## config.mk

```make
export PLATFORM = sky130hd
export DESIGN_NAME = adder_share_arbiter_flat
export DESIGN_NICKNAME = d
export VERILOG_FILES = /design/src/rtl/adder_share_arbiter_pkg.sv /design/src/rtl/adder_share_arbiter_if.sv /design/src/rtl/adder_share_arbiter_adder.sv /design/src/rtl/adder_share_arbiter_rr.sv /design/src/rtl/adder_share_arbiter.sv /design/src/flat_wrapper.sv
export SDC_FILE = /design/constraint.sdc
export NUM_CORES = 1
export LEC_CHECK = 0
export BUFFER_PORTS_ARGS = -buffer_cell sky130_fd_sc_hd__buf_2
export CORE_MARGIN = 1
export CORE_UTILIZATION = 45
export CTS_CLUSTER_DIAMETER = 80
export DETAILED_ROUTE_END_ITERATION = 8
export PLACE_DENSITY = 0.74
export RECOVER_POWER = 100
export SETUP_SLACK_MARGIN = 0.15
export SYNTH_ARGS = -nofsm -noshare
export SYNTH_HDL_FRONTEND = slang
export SYNTH_SLANG_ARGS = --single-unit
export TNS_END_PERCENT = 50
```

## constraint.sdc

```tcl
create_clock -name clk_i -period 4.4 [get_ports clk_i]
set_input_delay 0.66 -clock clk_i [delete_from_list [all_inputs] [get_ports clk_i]]
set_output_delay 0.66 -clock clk_i [all_outputs]
set_load 0.1 [all_outputs]
```

## src/rtl/adder_share_arbiter_pkg.sv

```systemverilog
// Shared FSM encoding and sizing defaults for the adder_share_arbiter slice.
package adder_share_arbiter_pkg;
  typedef enum logic {
    ST_IDLE = 1'b0,
    ST_CALC = 1'b1
  } state_e;

  localparam int DEFAULT_NUM_REQ = 4;
  localparam int DEFAULT_DATA_W  = 32;

  // Smallest requester-index width that satisfies 2**ID_W >= NUM_REQ.
  function automatic int id_w_for(input int num_req);
    return (num_req <= 2) ? 1 : $clog2(num_req);
  endfunction
endpackage

```

## src/rtl/adder_share_arbiter_if.sv

```systemverilog
// Requester-side bus of the shared adder: request handshake, response strobe and tag.
// rsp_ovf_o exists only when ADDER_SHARE_ARBITER_OVF_EN is defined.
interface adder_share_arbiter_if #(
  parameter int NUM_REQ = 4,
  parameter int DATA_W  = 32,
  parameter int ID_W    = 2
);
  logic [NUM_REQ-1:0]        req_valid_i;
  logic [NUM_REQ-1:0]        req_ready_o;
  logic [NUM_REQ*DATA_W-1:0] req_src1_i;
  logic [NUM_REQ*DATA_W-1:0] req_src2_i;
  logic [NUM_REQ-1:0]        rsp_valid_o;
  logic [DATA_W-1:0]         rsp_sum_o;
  logic [ID_W-1:0]           rsp_id_o;
  logic                      busy_o;
`ifdef ADDER_SHARE_ARBITER_OVF_EN
  logic                      rsp_ovf_o;
`endif

  modport master (
    output req_valid_i, req_src1_i, req_src2_i,
`ifdef ADDER_SHARE_ARBITER_OVF_EN
    input  rsp_ovf_o,
`endif
    input  req_ready_o, rsp_valid_o, rsp_sum_o, rsp_id_o, busy_o
  );

  modport slave (
    input  req_valid_i, req_src1_i, req_src2_i,
`ifdef ADDER_SHARE_ARBITER_OVF_EN
    output rsp_ovf_o,
`endif
    output req_ready_o, rsp_valid_o, rsp_sum_o, rsp_id_o, busy_o
  );
endinterface

```

## src/rtl/adder_share_arbiter_adder.sv

```systemverilog
// The shared datapath adder; sum wraps modulo 2**DATA_W, carry-out discarded.
module adder #(
  parameter int DATA_W = 32
) (
  input  logic [DATA_W-1:0] a,
  input  logic [DATA_W-1:0] b,
  output logic [DATA_W-1:0] sum
);
  assign sum = a + b;
endmodule

```

## src/rtl/adder_share_arbiter_rr.sv

```systemverilog
// Combinational round-robin grant: first valid at or above ptr, wrapping modulo NUM_REQ.
module rr_arbiter #(
  parameter int NUM_REQ = 4,
  parameter int ID_W    = 2
) (
  input  logic [NUM_REQ-1:0] valid,
  input  logic [ID_W-1:0]    ptr,
  output logic [NUM_REQ-1:0] grant,
  output logic [ID_W-1:0]    idx
);
  localparam int JW = ID_W + 1;

  logic [JW-1:0] j;

  // Scan from the farthest offset down so the nearest valid to ptr is written last and wins.
  always_comb begin
    grant = '0;
    idx   = '0;
    j     = '0;
    for (int i = NUM_REQ - 1; i >= 0; i--) begin
      j = {1'b0, ptr} + JW'(i);
      if (j >= JW'(NUM_REQ)) j = j - JW'(NUM_REQ);
      if (valid[j[ID_W-1:0]]) begin
        grant                = '0;
        grant[j[ID_W-1:0]]   = 1'b1;
        idx                  = j[ID_W-1:0];
      end
    end
  end
endmodule

```

## src/rtl/adder_share_arbiter.sv

```systemverilog
// Round-robin share of one adder among NUM_REQ requesters; 2-cycle latency, one request per 2 cycles,
// no response backpressure. ADDER_SHARE_ARBITER_OVF_EN adds a registered signed-overflow flag.
module adder_share_arbiter
  import adder_share_arbiter_pkg::*;
#(
  parameter int NUM_REQ = DEFAULT_NUM_REQ,
  parameter int DATA_W  = DEFAULT_DATA_W,
  parameter int ID_W    = id_w_for(NUM_REQ)
) (
  input logic                  clk_i,
  input logic                  rst_i,
  adder_share_arbiter_if.slave bus
);
  state_e             state_q, state_d;
  logic [ID_W-1:0]    ptr_q, id_q, rsp_id_q, grant_idx;
  logic [NUM_REQ-1:0] grant, ready, rsp_vld_q;
  logic [DATA_W-1:0]  src1_q, src2_q, sum_c, sum_q;
  logic               hs;
  logic [DATA_W-1:0]  src1_arr [NUM_REQ];
  logic [DATA_W-1:0]  src2_arr [NUM_REQ];

  for (genvar k = 0; k < NUM_REQ; k++) begin : g_unpack
    assign src1_arr[k] = bus.req_src1_i[k*DATA_W +: DATA_W];
    assign src2_arr[k] = bus.req_src2_i[k*DATA_W +: DATA_W];
  end

  rr_arbiter #(.NUM_REQ(NUM_REQ), .ID_W(ID_W)) u_arb (
    .valid (bus.req_valid_i),
    .ptr   (ptr_q),
    .grant (grant),
    .idx   (grant_idx)
  );

  adder #(.DATA_W(DATA_W)) u_adder (
    .a   (src1_q),
    .b   (src2_q),
    .sum (sum_c)
  );

  // Ready is gated by reset so no grant is visible while the block is held in reset.
  always_comb begin
    state_d = state_q;
    ready   = '0;
    case (state_q)
      ST_IDLE: begin
        ready = rst_i ? grant : '0;
        if (|(bus.req_valid_i & ready)) state_d = ST_CALC;
      end
      ST_CALC: state_d = ST_IDLE;
      default: state_d = ST_IDLE;
    endcase
  end

  assign hs = (state_q == ST_IDLE) && |(bus.req_valid_i & ready);

  always_ff @(posedge clk_i or negedge rst_i) begin
    if (!rst_i) begin
      state_q   <= ST_IDLE;
      ptr_q     <= '0;
      id_q      <= '0;
      src1_q    <= '0;
      src2_q    <= '0;
      sum_q     <= '0;
      rsp_id_q  <= '0;
      rsp_vld_q <= '0;
    end else begin
      state_q   <= state_d;
      rsp_vld_q <= '0;
      if (hs) begin
        src1_q <= src1_arr[grant_idx];
        src2_q <= src2_arr[grant_idx];
        id_q   <= grant_idx;
        ptr_q  <= (grant_idx == ID_W'(NUM_REQ - 1)) ? '0 : grant_idx + ID_W'(1);
      end
      if (state_q == ST_CALC) begin
        sum_q     <= sum_c;
        rsp_id_q  <= id_q;
        rsp_vld_q <= NUM_REQ'(1) << id_q;
      end
    end
  end

`ifdef ADDER_SHARE_ARBITER_OVF_EN
  logic ovf_q;

  always_ff @(posedge clk_i or negedge rst_i) begin
    if (!rst_i) begin
      ovf_q <= 1'b0;
    end else if (state_q == ST_CALC) begin
      ovf_q <= (src1_q[DATA_W-1] == src2_q[DATA_W-1]) &&
               (sum_c[DATA_W-1] != src1_q[DATA_W-1]);
    end
  end

  assign bus.rsp_ovf_o = ovf_q;
`endif

  assign bus.req_ready_o = ready;
  assign bus.rsp_valid_o = rsp_vld_q;
  assign bus.rsp_sum_o   = sum_q;
  assign bus.rsp_id_o    = rsp_id_q;
  assign bus.busy_o      = (state_q == ST_CALC);
endmodule

```

## src/flat_wrapper.sv

```systemverilog
// flat-port wrapper written by rule: the top's interface ports become plain ports
module adder_share_arbiter_flat import adder_share_arbiter_pkg::*;
#(
  parameter int NUM_REQ = DEFAULT_NUM_REQ,
  parameter int DATA_W  = DEFAULT_DATA_W,
  parameter int ID_W    = id_w_for(NUM_REQ)
)
  (clk_i, rst_i, bus_req_valid_i, bus_req_src1_i, bus_req_src2_i, bus_req_ready_o, bus_rsp_valid_o, bus_rsp_sum_o, bus_rsp_id_o, bus_busy_o);
  adder_share_arbiter_if #(.NUM_REQ(NUM_REQ), .DATA_W(DATA_W), .ID_W(ID_W)) bus_i ();
  input logic clk_i;
  input logic rst_i;
  input wire logic [$bits(bus_i.req_valid_i)-1:0] bus_req_valid_i;
  input wire logic [$bits(bus_i.req_src1_i)-1:0] bus_req_src1_i;
  input wire logic [$bits(bus_i.req_src2_i)-1:0] bus_req_src2_i;
  output wire logic [$bits(bus_i.req_ready_o)-1:0] bus_req_ready_o;
  output wire logic [$bits(bus_i.rsp_valid_o)-1:0] bus_rsp_valid_o;
  output wire logic [$bits(bus_i.rsp_sum_o)-1:0] bus_rsp_sum_o;
  output wire logic [$bits(bus_i.rsp_id_o)-1:0] bus_rsp_id_o;
  output wire logic [$bits(bus_i.busy_o)-1:0] bus_busy_o;
  assign bus_i.req_valid_i = bus_req_valid_i;
  assign bus_i.req_src1_i = bus_req_src1_i;
  assign bus_i.req_src2_i = bus_req_src2_i;
  assign bus_req_ready_o = bus_i.req_ready_o;
  assign bus_rsp_valid_o = bus_i.rsp_valid_o;
  assign bus_rsp_sum_o = bus_i.rsp_sum_o;
  assign bus_rsp_id_o = bus_i.rsp_id_o;
  assign bus_busy_o = bus_i.busy_o;
  adder_share_arbiter #(.NUM_REQ(NUM_REQ), .DATA_W(DATA_W), .ID_W(ID_W)) u_core (.clk_i(clk_i), .rst_i(rst_i), .bus(bus_i));
endmodule
```

==> results of run 1 <==
how the worst min path moves through the flow:
stage / from / to / slack (ns) / cells after the start
after floorplan: rst_i / u_core.bus.busy_o / 0.36 / 0
after global placement: u_core.bus.rsp_sum_o[21] / u_core.bus.rsp_sum_o[21] / 0.46 / 2
after detailed placement: u_core.bus.rsp_sum_o[13] / u_core.bus.rsp_sum_o[13] / 0.47 / 1
after CTS: rst_i / u_core.bus.rsp_sum_o[23] / 0.48 / 2
after global routing: u_core.bus.rsp_sum_o[13] / u_core.bus.rsp_sum_o[13] / 0.50 / 1
final: u_core.bus.rsp_sum_o[25] / u_core.bus.rsp_sum_o[25] / 0.49 / 2
final cells by class:
type	count	area [µm²]	area share
Tap cell	225	282	0.0284
Clock buffer	10	229	0.0231
Timing Repair Buffer	322	1660	0.168
Multi-Input combinational cell	923	4990	0.503
Inverter	9	33.8	0.00340
Sequential cell	107	2680	0.270
Clock inverter	6	48.8	0.00492
synthesized netlist by cell type, types with 9 or more instances:
cell type	count	area share
nand2_1	221	0.10
nor2_1	219	0.10
o21ai_0	126	0.078
dfrtp_1	107	0.33
nand3_1	81	0.050
ha_1	39	0.061
a21oi_1	37	0.023
clkbuf_1	30	0.014
buf_2	29	0.018
o21ai_1	27	0.017
mux2_2	21	0.029
a21o_1	14	0.013
xnor2_1	14	0.015
nor2b_1	10	0.0078
inv_1	9	0.0042
nor3_1	9	0.0056
cells by family after synthesis:
logic type	after synthesis
and+or+nand+nor	568
AOI/OAI and AO/OA	261
DFF	107
buffers and inverters	81
adders and majority gates	40
muxes	32
xor gates and xnor gates	22
per-layer routing:
| layer | vias to the layer above | track usage | wire, µm |
|---|---|---|---|
| met3 | 51 | 0.0397 | 1300 |
| met1 | 3870 | 0.328 | 10600 |
| li1 | 4323 | - | - |
| met5 | - | 0 | 0 |
| met2 | 319 | 0.431 | 10900 |
| met4 | 0 | 0.110 | 685 |
sequential cells by signal, summed over array words and instances, names as in the netlist:
signal / flops
u_core.src1_q: 32
u_core.bus.busy_o: 1
u_core.bus.rsp_id_o: 2
u_core.bus.rsp_sum_o: 32
u_core.ptr_q: 2
u_core.src2_q: 32
u_core.id_q: 2
u_core.bus.rsp_valid_o: 4
critical path: stages (launching register included):
cell,delay (ns)
dfrtp_2,0.35
clkbuf_1,1.49
clkbuf_1,0.96
per-stage QoR:
| stage | hold WS (ns) | std cells | utilization |
|---|---|---|---|
| after floorplan | 0.364 | 1111 | - |
| after global placement | 0.460 | 1586 | 0.560 |
| after detailed placement | 0.466 | 1586 | 0.560 |
| after CTS | 0.475 | 1602 | 0.576 |
| after global routing | 0.504 | 1602 | 0.572 |
| final | 0.488 | 1602 | 0.572 |
==> metrics.txt, run 1 <==
outcome complete, but fails checks; failing checks max-capacitance violations, max-slew violations; Post-synth EDFFs 0; Max Clk Rate 0.260 GHz; Placeable Area 0.0174 mm²; R2R Setup Slk ~0.66 ns; first-pass GRT wire length roughly 37 mm; Setup WS pre-CTS about 1.1 ns; total gr overflow 0; post-synth cell types a little under 60; GP Congestion about 0.93; H-tree lvl count 3; Synth Area in Simple Gates 0.294; commonest cells after routing, fill and taps aside buf_2 (260), nand2_1 (221), nor2_1 (219), o21ai_0 (144), dfrtp_1 (106); critical register-to-register path endpoint u_core.src2_q[27]; root buffer cell clkbuf_16; share of cells above drive strength 1 0.237; Total GRT Usage 0.258; Slew Limit Fails 92; total wire length between 20 and 25 mm; die boundary height roughly 140 µm; Req. time, crit path between 3 and 4 ns; vias in the first global route between 7,000 and 8,000; Max Fanout on Critical Path 39; clock-pin transition on the worst setup and hold timing paths around 0.080 ns; post-synthesis sequential area ratio 0.333; syn avg cell area around 7.2 µm²; max cap viols 2; placed cell area between 0.009 and 0.01 mm²; drt via density roughly 5.3; CTS tree done; Worst-Margin Slew ~2.8 ns; Clock Tree Buf Depth 2; Nets roughly 1,700; Synth Area in XOR/XNOR 0.0240; CP endpoint bus_busy_o; drt wl/cell between 10 and 15 µm; Final Hold Fails 0; fin area 0.00992 mm²; Final TNS setup 0 ns; Die Footprint around 0.018 mm²; critical path arrival 3.19 ns; Antenna Nets Post-Route 0; Sink Count 107; HPWL Detailed 18.1 mm; Inserted Clock Buffers 9; Post-CTS Resized 0; largest family of logic cells by synthesized area simple AND/OR/NAND/NOR gates; via count around 8,600; fin crit share 0.875; Row Count 48; Skew-Pair Late Insertion Delay 0.36 ns; commonest non-fill, non-tap cell in the layout buf_2; initial antenna violation count 0; Seq cells post-synth 107; Syn Std Cell Area around 0.008 mm²; Critical R2R Launch u_core.ptr_q[1]; RSZ-0062 raised after global routing false; PortBufs just over 300; Fin Clk Skew roughly 0.0090 ns; Die Wd between 100 and 150 µm; post-synthesis mux area share 0.0478; syn_nets roughly 1,400; worst setup path startpoint u_core.bus.busy_o; ys flop type dfrtp_1; setup ws final ~0.55 ns; relative slew slack -0.864; Async SR Flop Fraction 1.00; post-layout min period between 3 and 4 ns; Post-CTS Setup Repair Bufs 0; fillers between 1,500 and 2,000; Compound-Gate Fraction of Synth Area 0.190; Initial Utilization 0.463; # hold bufs at CTS 0; type of origin of the critical path flop; Synthesis Warnings 0; synthesis-to-layout area growth 23.4%; initial DRC count 461; Syn Inst Count ~1,100; worst hold-check path type reg -> reg; Antenna diodes 0; final setup violation count 0; WS Path Type reg -> out; Worst R2R Path Depth 9; DRC 0; I/O pin total approximately 310; largest net degree at the start of global routing 68; fraction of the mapped netlist area in adder cells 0.0632; Setup crit end kind output port; drt pass-1 iters 5
Power of run 1 is left out: the tool's default activity adds up to more than one toggle a clock period on the data nets, which glitch-free logic cannot reach.
==> run 2, diff against run 1 <==
--- a/config.mk
+++ b/config.mk
@@ -6,6 +6,7 @@
 export NUM_CORES = 1
 export LEC_CHECK = 0
 export BUFFER_PORTS_ARGS = -buffer_cell sky130_fd_sc_hd__buf_2
+export CORE_ASPECT_RATIO = 0.8
 export CORE_MARGIN = 1
 export CORE_UTILIZATION = 45
 export CTS_CLUSTER_DIAMETER = 80
==> metrics.txt, run 2 (same netlist as run 1, synthesis figures left out) <==
Post-CTS Resized 0; Die Footprint between 0.015 and 0.02 mm²; Setup crit end kind flop; drt via density 5.22; I/O pin total just over 300; DRC 0; initial DRC count roughly 480; Inserted Clock Buffers 9; failing checks max-capacitance violations, max-slew violations; CTS tree done; Clock Tree Buf Depth 2; Antenna Nets Post-Route 0; type of origin of the critical path flop; Die Wd approximately 150 µm; CP peak stage delay between 0.8 and 0.9 ns; worst hold-check path type reg -> reg; Initial Utilization 0.461; largest net degree at the start of global routing 94; HPWL Detailed about 18 mm; share of cells above drive strength 1 0.237; Antenna diodes 0; synthesis-to-layout area growth 23.3%; PortBufs between 300 and 400; Max Clk Rate 0.271 GHz; Max Fanout on Critical Path 93; vias in the first global route ~7,400; final setup violation count 0; critical path, cell by cell inv_1, ha_1, mux4_2, a21oi_1, a21oi_1, a22o_1, o31ai_2, buf_12, o21ai_0; Slew Limit Fails 40; Nets 1,670; fin crit share 0.838; max cap viols 1; relative slew slack -0.457; Post-CTS Setup Repair Bufs 0; Fin Clk Skew 0.0111 ns; RSZ-0062 raised after global routing false; H-tree lvl count 3; Placeable Area between 0.015 and 0.02 mm²; Skew-Pair Late Insertion Delay roughly 0.34 ns; first-pass GRT wire length between 30 and 40 mm; Sink Count ~110; clock-pin transition on the worst setup and hold timing paths ~0.080 ns; GP Congestion around 0.89; Buf/Inv on CP 2; Worst-Margin Slew between 2 and 2.5 ns; total wire length 22.7 mm; die boundary height approximately 120 µm; CP delay by family, top compound AO/OA/AOI/OAI gates; Row Count 43; Final TNS setup 0 ns; total gr overflow 0; drt pass-1 iters 5; commonest cells after routing, fill and taps aside buf_2 (260), nand2_1 (221), nor2_1 (219), o21ai_0 (144), dfrtp_1 (107); drt wl/cell between 10 and 15 µm; Total GRT Usage 0.246; Req. time, crit path around 4.6 ns; fillers roughly 1,700; WHS just under 0.5 ns; setup ws final approximately 0.71 ns; CP most frequent cell a21oi_1; WS Path Type reg -> reg; root buffer cell clkbuf_16; critical path arrival approximately 3.9 ns; commonest non-fill, non-tap cell in the layout buf_2; via count 8,336; # hold bufs at CTS 0; Setup WS pre-CTS between 1 and 1.5 ns; CP max-delay cell o31ai_2; post-layout min period 3.69 ns; Final Hold Fails 0; outcome complete, but fails checks; initial antenna violation count 0
[run 2: tightest hold or removal path, cell delays in order (launching register included)]
cell and delay (ns):
dfrtp_1 0.35, nand2_1 0.04, o21ai_0 0.06
[run 2: final timing paths]
| kind | startpoint | end | slack, ns | depth (start not counted) |
|---|---|---|---|---|
| setup reg to reg | u_core.ptr_q[1] | u_core.src2_q[16] | 0.71 | 9 |
| hold reg to reg | u_core.src1_q[0] | u_core.src1_q[0] | 0.48 | 2 |
| min in group asynchronous | rst_i | u_core.bus.rsp_sum_o[13] | 0.70 | 2 |
| hold / removal | u_core.src1_q[0] | u_core.src1_q[0] | 0.48 | 2 |
| max in group asynchronous | rst_i | u_core.bus.rsp_sum_o[31] | 2.02 | 3 |
| setup / recovery | u_core.ptr_q[1] | u_core.src2_q[16] | 0.71 | 9 |
[run 2: stage by stage]
step	std cells	utilization	area [µm²]
floorplan	1111	-	8040
global placement	1582	0.556	9700
detailed placement	1582	0.556	9700
CTS	1598	0.573	9990
global route	1598	0.569	9920
finish	1598	0.569	9920
[run 2: per-layer routing]
| metal | global-route usage | up-vias | part of all wire |
|---|---|---|---|
| li1 | - | 4309 | - |
| met1 | 0.346 | 3786 | 0.49 |
| met2 | 0.409 | 229 | 0.46 |
| met3 | 0.0315 | 12 | 0.044 |
| met4 | 0.0406 | 0 | 0.0084 |
| met5 | 0 | - | 0 |
[run 2: layout make-up]
| cell class | count | area (µm²) | area share |
|---|---|---|---|
| Clock inverter | 6 | 53.8 | 0.00543 |
| Multi-Input combinational cell | 923 | 4990 | 0.503 |
| Sequential cell | 107 | 2680 | 0.270 |
| Inverter | 9 | 33.8 | 0.00341 |
| Tap cell | 225 | 282 | 0.0284 |
| Clock buffer | 10 | 239 | 0.0241 |
| Timing Repair Buffer | 318 | 1640 | 0.166 |
Power of run 2 is left out for the same reason.
==> run 3, diff against run 2 <==
--- a/config.mk
+++ b/config.mk
@@ -11,7 +11,7 @@
 export CORE_UTILIZATION = 45
 export CTS_CLUSTER_DIAMETER = 80
 export DETAILED_ROUTE_END_ITERATION = 8
-export PLACE_DENSITY = 0.74
+export PLACE_DENSITY = 0.77
 export RECOVER_POWER = 100
 export SETUP_SLACK_MARGIN = 0.15
 export SYNTH_ARGS = -nofsm -noshare
==> constraint.sdc (replaced) <==
create_clock -name clk_i -period 2.95 [get_ports clk_i]
set_input_delay 0.4425 -clock clk_i [delete_from_list [all_inputs] [get_ports clk_i]]
set_output_delay 0.4425 -clock clk_i [all_outputs]
set_load 0.1 [all_outputs]
==> metrics.txt, run 3 (same netlist as run 1, synthesis figures left out) <==
CTS tree done; synthesis-to-layout area growth 30.0%; relative slew slack 0.0789; initial antenna violation count 1; largest net degree at the start of global routing 83; fin crit share 0.944; type of origin of the critical path flop; Worst-Margin Slew around 1.4 ns; CP max-delay cell dfrtp_2; Inserted Clock Buffers 9; HPWL Detailed 18.1 mm; R2R Setup Slk around 0.18 ns; final setup violation count 0; Skew-Pair Late Insertion Delay 0.35 ns; commonest cells after routing, fill and taps aside buf_2 (260), nand2_1 (221), nor2_1 (215), o21ai_0 (143), dfrtp_1 (105); first-pass GRT wire length roughly 38 mm; Buf/Inv on CP 2; Setup WS pre-CTS -0.110 ns; Max Clk Rate 0.359 GHz; drt pass-1 iters 5; setup ws final approximately 0.17 ns; vias in the first global route approximately 7,900; worst hold-check path type in -> reg; Slew Limit Fails 0; Initial Utilization 0.461; Die Wd ~150 µm; H-tree lvl count 3; total gr overflow 0; Setup crit end kind output port; root buffer cell clkbuf_16; total wire length between 20 and 25 mm; Placeable Area between 0.015 and 0.02 mm²; clock-pin transition on the worst setup and hold timing paths 0.08 ns; I/O pin total 305; drt wl/cell 15.0 µm; CP peak stage delay 0.45 ns; Die Footprint 0.0184 mm²; Final Hold Fails 0; commonest non-fill, non-tap cell in the layout buf_2; PortBufs roughly 300; CP delay by family, top multiplexers; Row Count between 40 and 50; initial DRC count 522; critical path arrival between 2 and 2.5 ns; critical path, cell by cell inv_6, ha_4, mux4_2, nor2b_1, a21oi_2, mux2i_1, nor2_4, buf_6; share of cells above drive strength 1 0.278; post-layout min period 2.78 ns; drt via density approximately 5.3; Sink Count roughly 110; Max Fanout on Critical Path 6; GP Congestion 0.875; Antenna Nets Post-Route 0; # hold bufs at CTS 0; Nets approximately 1,700; max cap viols 0; DRC 0; WS Path Type reg -> out; Clock Tree Buf Depth 2; outcome complete, no violations; Fin Clk Skew around 0.012 ns; RSZ-0062 raised after global routing true; Total GRT Usage 0.258; die boundary height about 120 µm; via count ~8,700; Req. time, crit path roughly 2.5 ns
-- run 3: cell types whose count changed in the layout (fill, tap and decap cells not counted), moves of 4 or more --
| cell | previous run | this run |
|---|---|---|
| a21oi_1 | 37 | 29 |
| buf_4 | 5 | 23 |
| clkbuf_2 | 6 | 2 |
| a21oi_2 | 0 | 8 |
| nor2_1 | 219 | 215 |
| buf_6 | 0 | 4 |
| nor2_4 | 0 | 4 |
-- run 3: worst register-to-register path: cells and delay by family, from the launching register on --
family,cells,cell delay (ns)
DFF,1,0.39
adders and majority gates,2,0.61
AOI/OAI and AO/OA,7,1.27
xor gates and xnor gates,1,0.14
buffers and inverters,1,0.19
-- run 3: final cells by class --
cell class                 instances  area (µm²)
antenna                            1        2.50
clock buffer                      10         239
inverter                           9        38.8
clock inverter                     6        56.3
tap                              225         282
multi-input combinational        924        5210
timing repair buffer             346        1950
sequential                       107        2680
fill                            1668        6980
-- run 3: per-stage QoR --
stage	hold slack (ns)	cell area (µm²)	cells	util	TNS (ns)
global placement	0.460	10000	1600	0.574	-0.0129
floorplan	0.147	8130	1111	-	0
finish	0.463	10500	1628	0.600	0
detailed placement	0.468	10000	1600	0.574	-0.166
CTS	0.301	10400	1620	0.595	0
global route	0.473	10500	1628	0.600	0
-- run 3: repair_timing --
item | CTS | global route
endpoints found under the setup margin | 24 | 75
gates cloned | 1 | 1
setup buffers | 3 | 6
gates resized for setup | 10 | 36
pin swaps | 1 | 3
-- run 3: path summary, 6_finish.rpt --
| path | startpoint | end | cells after the start |
|---|---|---|---|
| min in group asynchronous | rst_i | u_core.src1_q[8] | 2 |
| setup / recovery | u_core.ptr_q[0] | bus_req_ready_o[2] | 8 |
| setup reg to reg | u_core.src2_q[0] | u_core.bus.rsp_sum_o[20] | 11 |
| hold / removal | bus_req_src2_i[68] | u_core.src2_q[4] | 5 |
| hold reg to reg | u_core.bus.rsp_sum_o[13] | u_core.bus.rsp_sum_o[13] | 1 |
| max in group asynchronous | rst_i | u_core.ptr_q[0] | 2 |
-- run 3: routing by layer --
metal / track usage / vias to the layer above / part of all wire
met5: 0 / - / 0
met4: 0.0438 / 0 / 0.010
met3: 0.0307 / 17 / 0.055
met2: 0.430 / 290 / 0.47
met1: 0.363 / 3976 / 0.46
li1: - / 4371 / -
Power of run 3 is left out for the same reason.
